### config.mk
export PLATFORM = sky130hd
export DESIGN_NAME = mem_port_arbiter
export DESIGN_NICKNAME = d
export VERILOG_FILES = /design/src/rtl/cpu_mem_pkg.sv /design/src/rtl/rr_arb2.sv /design/src/rtl/mem_port_arbiter.sv
export SDC_FILE = /design/constraint.sdc
export NUM_CORES = 1
export LEC_CHECK = 0
export BUFFER_PORTS_ARGS = -buffer_cell sky130_fd_sc_hd__buf_2
export CAP_MARGIN = 15
export CORE_MARGIN = 2
export CORE_UTILIZATION = 40
export DETAILED_ROUTE_END_ITERATION = 6
export PLACE_DENSITY = 0.71
export SLEW_MARGIN = 30
export SYNTH_ARGS = -nofsm -noshare
export SYNTH_HDL_FRONTEND = slang
export SYNTH_SLANG_ARGS = --single-unit
export TNS_END_PERCENT = 30
### constraint.sdc
create_clock -name clk -period 4.77 [get_ports clk]
set_clock_uncertainty 0.05 [all_clocks]
set_input_delay 0.7155 -clock clk [delete_from_list [all_inputs] [get_ports clk]]
set_output_delay 0.7155 -clock clk [all_outputs]
set_load 0.01 [all_outputs]
### src/rtl/cpu_mem_pkg.sv
// Shared constants for the CPU-side RAM port: access encoding, FSM states
// and default bus widths.
package cpu_mem_pkg;

    localparam logic RW_READ  = 1'b1;
    localparam logic RW_WRITE = 1'b0;

    localparam int DEF_ADDR_W = 16;
    localparam int DEF_DATA_W = 32;

    // Wide enough for the largest legal WAIT_CYCLES-1 (15 - 1).
    localparam int CNT_W = 4;

    typedef enum logic [1:0] {
        ST_IDLE   = 2'd0,
        ST_ACCESS = 2'd1,
        ST_DONE   = 2'd2
    } arb_state_t;

endpackage

### src/rtl/rr_arb2.sv
// Combinational two-way round-robin pick: a lone request wins outright,
// a tie goes to the port that was not granted last.
module rr_arb2 (
    input  logic req0,
    input  logic req1,
    input  logic last_grant,
    output logic gnt_valid,
    output logic gnt_id
);

    always_comb begin
        gnt_valid = req0 | req1;
        if (req0 && req1) begin
            gnt_id = ~last_grant;
        end else begin
            gnt_id = req1;
        end
    end

endmodule

### src/rtl/mem_port_arbiter.sv
// Arbitrates the single-ported RAM between instruction fetch (port 0) and
// the load/store unit (port 1); one access at a time, acked with a pulse.
module mem_port_arbiter
    import cpu_mem_pkg::*;
#(
    parameter int ADDR_W      = DEF_ADDR_W,
    parameter int DATA_W      = DEF_DATA_W,
    parameter int WAIT_CYCLES = 1
) (
    input  logic              clk,
    input  logic              rst,
    input  logic              req0,
    input  logic              rw0,
    input  logic [ADDR_W-1:0] addr0,
    input  logic [DATA_W-1:0] wdata0,
    input  logic              req1,
    input  logic              rw1,
    input  logic [ADDR_W-1:0] addr1,
    input  logic [DATA_W-1:0] wdata1,
    output logic              ack0,
    output logic              ack1,
    output logic [DATA_W-1:0] rdata0,
    output logic [DATA_W-1:0] rdata1,
    output logic              mem_enable,
    output logic              mem_rw,
    output logic [ADDR_W-1:0] mem_addr,
    output logic [DATA_W-1:0] mem_din,
    input  logic [DATA_W-1:0] mem_dout
);

    arb_state_t       state;
    arb_state_t       state_next;
    logic [CNT_W-1:0] cnt;
    logic             last_grant;
    logic             gnt_valid;
    logic             gnt_id;

    rr_arb2 u_rr_arb2 (
        .req0       (req0),
        .req1       (req1),
        .last_grant (last_grant),
        .gnt_valid  (gnt_valid),
        .gnt_id     (gnt_id)
    );

    always_ff @(posedge clk) begin
        if (rst) begin
            state <= ST_IDLE;
        end else begin
            state <= state_next;
        end
    end

    always_comb begin
        state_next = state;
        case (state)
            ST_IDLE:   if (gnt_valid) state_next = ST_ACCESS;
            ST_ACCESS: if (cnt == '0) state_next = ST_DONE;
            ST_DONE:   state_next = ST_IDLE;
            default:   state_next = ST_IDLE;
        endcase
    end

    // last_grant doubles as the owner of the access in flight, since it is
    // updated at the grant and not touched again until the next one.
    always_ff @(posedge clk) begin
        if (rst) begin
            mem_enable <= 1'b0;
            mem_rw     <= RW_READ;
            mem_addr   <= '0;
            mem_din    <= '0;
            ack0       <= 1'b0;
            ack1       <= 1'b0;
            rdata0     <= '0;
            rdata1     <= '0;
            cnt        <= '0;
            last_grant <= 1'b1;
        end else begin
            case (state)
                ST_IDLE: begin
                    if (gnt_valid) begin
                        mem_enable <= 1'b1;
                        mem_rw     <= gnt_id ? rw1 : rw0;
                        mem_addr   <= gnt_id ? addr1 : addr0;
                        mem_din    <= gnt_id ? wdata1 : wdata0;
                        cnt        <= CNT_W'(WAIT_CYCLES - 1);
                        last_grant <= gnt_id;
                    end
                end
                ST_ACCESS: begin
                    if (cnt != '0) begin
                        cnt <= cnt - 1'b1;
                    end else begin
                        mem_enable <= 1'b0;
                        if (mem_rw == RW_READ) begin
                            if (last_grant) begin
                                rdata1 <= mem_dout;
                            end else begin
                                rdata0 <= mem_dout;
                            end
                        end
                        ack0 <= ~last_grant;
                        ack1 <= last_grant;
                    end
                end
                ST_DONE: begin
                    ack0 <= 1'b0;
                    ack1 <= 1'b0;
                end
                default: begin
                    ack0 <= 1'b0;
                    ack1 <= 1'b0;
                end
            endcase
        end
    end

endmodule

Yosys cells after proc, flatten, opt, wreduce, memory -nomap -nowiden
Index checks and enable logic that the tools add are counted.
{ "totals": {"register_bits": 123, "word_cells": 50, "output_inout_bits": 116, "inputBits": 134} }
{ "op_classes": {"n_bitwise": 4, "eq_ne": 5, "reduce_logical": 12, "n_addsub": 1, "mux": 17} }
{ "op_table": {"columns": ["op", "n"], "rows": [
  ["two-way mux 32 bit", 1],
  ["two-way mux 16 bit", 1],
  ["two-way mux 4 bit", 2],
  ["inequality test 2 bit (second input constant)", 4],
  ["case mux 4 bit (2 select lines)", 1],
  ["AND reduction 4 bit", 2],
  ["two-way mux 1 bit", 6],
  ["case mux 1 bit (2 select lines)", 3],
  ["AND reduction 2 bit", 3],
  ["AND reduction 3 bit", 2],
  ["logical NOT 4 bit", 1],
  ["two-way mux 2 bit", 2],
  ["case mux 2 bit (2 select lines)", 1],
  ["nonzero test 4 bit", 1],
  ["subtractor 4 x 1 -> 4 bit (second input constant)", 1],
  ["inverter 1 bit", 3],
  ["== test 2 x 1 -> 1 bit (second input constant)", 1],
  ["logical NOT 2 bit", 1],
  ["nonzero test 2 bit", 1],
  ["logical AND 1 bit", 1],
  ["bitwise OR 1 bit", 1]
]} }

Depth between registers and ports, before layout
{ "logic_depth": {"ltp_word": 3, "mapped_depth": 8, "depth_no_buf": 5} }

Hierarchy
A second synthesis with hierarchy kept.
{ "unflattened": {"cells_unflattened": 525, "hier_area_um2": 5307.6} }
{ "modules_own_cells": {"columns": ["mod", "instances", "cells_each", "area_per_inst_um2", "seq_area_each_um2"], "rows": [
  ["mem_port_arbiter", 1, 523, 5293.8, 2462.4],
  ["rr_arb2", 1, 2, 13.8, 0.0]
]} }

Least setup slack after synthesis
OpenSTA, ideal clock, no wires.
{ "synth_timing": {"path_type": "reg2reg", "startpoint": "reg cnt[0]", "endpoint": "reg rdata0[10]", "path_slack_ns": 2.717, "arrival_ns": 1.884, "t_required_ns": 4.600, "path_stages_with_launch": 9, "period_less_slack_ns": 2.053, "setup_ns": 0.120, "n_path_buf": 3, "path_cell_list": "dfxtp_1 -> inv_1 -> ha_1 -> or3b_1 -> buf_6 -> or4_4 -> buf_6 -> buf_6 -> mux2i_1"} }
{ "synth_via": {"elab_chain_cells": 3} }
{ "synth_rtl": {"columns": ["element", "line", "text"], "rows": [
  ["from (decl)", "mem_port_arbiter.sv:33", "logic [CNT_W-1:0] cnt;"],
  ["from (signal assigned)", "mem_port_arbiter.sv:86", "cnt <= CNT_W'(WAIT_CYCLES - 1);"],
  ["from (signal assigned)", "mem_port_arbiter.sv:92", "cnt <= cnt - 1'b1;"],
  ["nonzero test 4 bit", "mem_port_arbiter.sv:91", "if (cnt != '0) begin"],
  ["inverter 1 bit (no line)", null, null],
  ["AND reduction 4 bit (no line)", null, null],
  ["to (signal assigned)", "mem_port_arbiter.sv:99", "rdata0 <= mem_dout;"],
  ["to (decl)", "mem_port_arbiter.sv:22", "output logic [DATA_W-1:0] rdata0,"]
]} }
Every way passes these cells.
A chain may end at the register's enable or synchronous reset.

Worst setup path in the final report
{ "layout_timing": {"startpoint": "reg cnt[0]", "endpoint": "reg rdata1[23]"} }
{ "layout_via": {"elab_chain_cells": 3} }
{ "layout_rtl": {"columns": ["element", "line", "text"], "rows": [
  ["nonzero test 4 bit", "mem_port_arbiter.sv:91", null],
  ["inverter 1 bit (no line)", null, null],
  ["AND reduction 4 bit (no line)", null, null],
  ["to (signal assigned)", "mem_port_arbiter.sv:97", "rdata1 <= mem_dout;"],
  ["to (decl)", "mem_port_arbiter.sv:23", "output logic [DATA_W-1:0] rdata1,"]
]} }
Every way passes these cells.

==> impl_summary.log <==
INFO  metric run_status = finished, final reports clean
INFO  metric synth_top_area_share = 47.93%
INFO  metric netlist-cell-type-count = 34
INFO  metric maxClockFrequency = 0.4312 GHz
INFO  metric crit_type = reg2reg
INFO  metric fin_crit_sh = 48.62%
INFO  metric asyncSetResetFlopFracSynth = 0%
INFO  metric synth_nets = 606
INFO  metric worst-slew-pin-transition = 906.2 ps
INFO  metric ys_seq_elements = 123
INFO  metric ctsLongestPathBuffers = 2
INFO  metric synth_enable_flop_cells = 0
INFO  metric power_density = 380.7 nW/µm²
INFO  metric antennaDiodeCount = 0
INFO  metric post_cts.resized_instances = 0
INFO  metric syn_avg_cell_area = 10.93 µm²
INFO  metric placed_cell_area = 6489 µm²
INFO  metric ff_latch_area = 2462 µm²
INFO  metric finalNetCount = 842
INFO  metric cts_root_buf = sky130_fd_sc_hd__clkbuf_16
INFO  metric fill_cell_total_of_the_finished_layout = 1,118
INFO  metric ios = 250
INFO  metric arrival_time_at_the_worst_endpoint = 2520 ps
INFO  metric layout-drive-gt1-share = 40.22%
INFO  metric worst-path-buf-inv = 1
INFO  metric netlist.top_cell.by_area = sky130_fd_sc_hd__dfxtp_1
INFO  metric std_cell_rows = 41
INFO  metric ys.flop_type = sky130_fd_sc_hd__dfxtp_1
INFO  metric worst_hold_path.num_cells = 1
INFO  metric worst_path_largest_cell_delay = 800 ps
INFO  metric timing.hold.worst.start = mem_din[20]$_SDFFE_PP0P_
INFO  metric register_clock_pin_slew_on_the_reported_worst_setup_and_hold_paths = 50 ps
INFO  metric finalSetupViolCount = 0
INFO  metric grt_overflow = 0
INFO  metric worstHoldPathType = reg2reg
INFO  metric synth_to_layout_area_growth = 36.48%
INFO  metric htreeDepth = 4
INFO  metric worst_r2r_endpoint = rdata1[23]$_SDFFE_PP0P_
INFO  metric floorplan.die.width = 117.3 µm
INFO  metric drt_drc_violations_left = 0
INFO  metric synth_seq_area_share = 47.93%
INFO  metric source_of_the_worst_register_to_register_timing_path = cnt[0]$_SDFFE_PP0P_
INFO  metric globalRouteTotalUtil = 19.34%
INFO  metric cts_tree = done
INFO  metric area_taken_by_multi_input_logic_gates = 2501 µm²
INFO  metric detailedRoute.firstPassIterationCount = 4
INFO  metric number_of_antenna_violations_at_the_first_check_in_global_routing = 0
INFO  metric die_height = 117.3 µm
INFO  metric p_total = 2.669 mW
INFO  metric endpoint_kind = flop
INFO  metric critical_path_required = 4970 ps
INFO  metric finalMaxSlewViolations = 0
INFO  metric synth_commonest_cells = sky130_fd_sc_hd__dfxtp_1 (123), sky130_fd_sc_hd__mux2i_1 (112), sky130_fd_sc_hd__nand2b_1 (98)
INFO  metric grt_first_pass_wirelength = 21.36 mm
INFO  metric first_global_vias = 4,324
INFO  metric setup_total_negative_slack = 0 ps
INFO  metric start_util = 40.88%
INFO  metric routed_via_density = 4.874
INFO  metric path_cells = inv_1, ha_1, or3b_1, or3_1, mux2i_1
INFO  metric dr.first_iter.drc_count = 213
INFO  metric placeable_core_region = 12,570 µm²
INFO  metric io_port_bufs = 249
INFO  metric r2r_slack = 2450 ps
INFO  metric gp_congestion = 0.7529
INFO  metric slew_headroom = 39.58%
INFO  metric netlist_instances = 470
INFO  metric worstHoldEndpoint = mem_din[20]$_SDFFE_PP0P_
INFO  metric maximum_number_of_pins_on_one_net_before_global_route_repair = 101
INFO  metric detailroute.via_count = 4,328
INFO  metric crit_path_max_fanout = 14
INFO  metric finalCriticalPeriod = 2319 ps
INFO  metric hold_viol = 0
INFO  metric post-cts-setup-buffers = 0
INFO  metric post-route-cell-area = 7012 µm²
INFO  metric synth_top_cells_by_area = sky130_fd_sc_hd__dfxtp_1 (48%), sky130_fd_sc_hd__mux2i_1 (22%), sky130_fd_sc_hd__nand2b_1 (12%)
INFO  metric wire_per_inst = 14.87 µm
INFO  metric cellLeakagePower = 3.393 nW
INFO  metric drtAntennaViolNets = 0
INFO  metric later_pin_clock_latency_in_the_skew_report = 410 ps
INFO  metric tritoncts.num_buffers = 17
INFO  metric timing.critical_path.slowest_stage_cell = sky130_fd_sc_hd__or3_1
INFO  metric critical_path.top_delay_family = simple AND/OR/NAND/NOR gates
INFO  metric irDropWorstVdd = 215.0 µV
INFO  metric detailedPlacementHpwl = 9.674 mm
INFO  metric yosysMostFrequentCell = sky130_fd_sc_hd__dfxtp_1
INFO  metric drt-total-wl = 13.21 mm
INFO  metric die_area = 13,770 µm²
INFO  metric maxCapViolCount = 0
INFO  metric synth.yosys.warnings = 0
INFO  metric hold_buffers = 0
INFO  metric cts_num_sinks = 123
INFO  metric netlist_area = 5137 µm²
INFO  metric worst-r2r-cell-count = 5
INFO  metric unrepaired_setup_endpoints_after_global_routing = no
INFO  metric timing.critical_path.from_type = flop
report_power, final:
| part | switching (mW) | internal, mW |
|---|---|---|
| Sequential | 0.0434 | 1.11 |
| Combinational | 0.199 | 0.186 |
| Clock | 0.413 | 0.722 |
cells in the final DEF (no fill, tap or decap), types with 2 or more instances in the layout:
master,count
sky130_fd_sc_hd__buf_2,249
sky130_fd_sc_hd__o21ai_0,6
sky130_fd_sc_hd__dfxtp_1,123
sky130_fd_sc_hd__o2bb2ai_1,48
sky130_fd_sc_hd__mux2i_1,112
sky130_fd_sc_hd__nor2_1,3
sky130_fd_sc_hd__clkbuf_8,5
sky130_fd_sc_hd__nand2b_1,98
sky130_fd_sc_hd__clkbuf_1,5
sky130_fd_sc_hd__or3_1,4
sky130_fd_sc_hd__buf_4,6
sky130_fd_sc_hd__ha_1,2
sky130_fd_sc_hd__clkbuf_16,17
sky130_fd_sc_hd__clkinv_2,2
sky130_fd_sc_hd__a21oi_1,7
sky130_fd_sc_hd__or4_1,2
sky130_fd_sc_hd__o21bai_1,2
sky130_fd_sc_hd__inv_1,5
worst max path at each step:
stage / endpoint / slack (ps) / startpoint / cells past startpoint
finish: rdata1[23]$_SDFFE_PP0P_ / 2450 / cnt[0]$_SDFFE_PP0P_ / 5
floorplan: rdata0[10]$_SDFFE_PP0P_ / 2720 / cnt[0]$_SDFFE_PP0P_ / 8
CTS: rdata1[23]$_SDFFE_PP0P_ / 2450 / cnt[0]$_SDFFE_PP0P_ / 5
global route: rdata1[30]$_SDFFE_PP0P_ / 2350 / cnt[0]$_SDFFE_PP0P_ / 5
global placement: mem_rw$_SDFFE_PP1P_ / 2340 / req1 / 5
detailed placement: mem_rw$_SDFFE_PP1P_ / 2250 / req1 / 5
through the flow:
stage                     cells  worst slack, ps  utilization, %  hold slack, ps
after detailed placement    859             2255           51.63           393.3
after global placement      859             2345           51.58           389.5
after floorplan             470             2717               -           415.8
after global routing        888             2348           55.79           430.4
after CTS                   888             2449           55.79           410.5
final                       888             2451           55.79           410.4
flip-flops by register name, summed over array words and instances (netlist names):
signal / flops
mem_din: 32
state: 2
mem_addr: 16
ack1: 1
last_grant: 1
mem_rw: 1
mem_enable: 1
rdata1: 32
rdata0: 32
cnt: 4
ack0: 1
routing by layer:
| metal | track usage [%] | vias up | part of all wire (%) | wire length [µm] |
|---|---|---|---|---|
| li1 | - | 2125 | - | - |
| met1 | 22.53 | 2010 | 43 | 5700 |
| met2 | 33.04 | 174 | 49 | 6419 |
| met3 | 7.247 | 19 | 6.9 | 917 |
| met4 | 5.949 | 0 | 1.3 | 167 |
| met5 | 0 | - | 0 | 0 |
area by class of cell:
cell class              instances  area share [%]
clock buffers                  27           7.316
clock inverters                 2          0.1428
inverters                       5          0.2677
multi-input cells             304           35.67
flip-flops and latches        123           35.12
well taps                     172           3.069
repair buffers                255           18.42
cell families after synthesis:
kind of cell               after synthesis  share of synthesized area, %
DFF                                    123                         47.93
and+or+nand+nor                        119                         14.78
muxes                                  113                         22.04
AOI/OAI and AO/OA                       70                         10.94
buffers and inverters                   43                         3.824
adders and majority gates                2                        0.4870
Power figures use the tool's default switching activity.
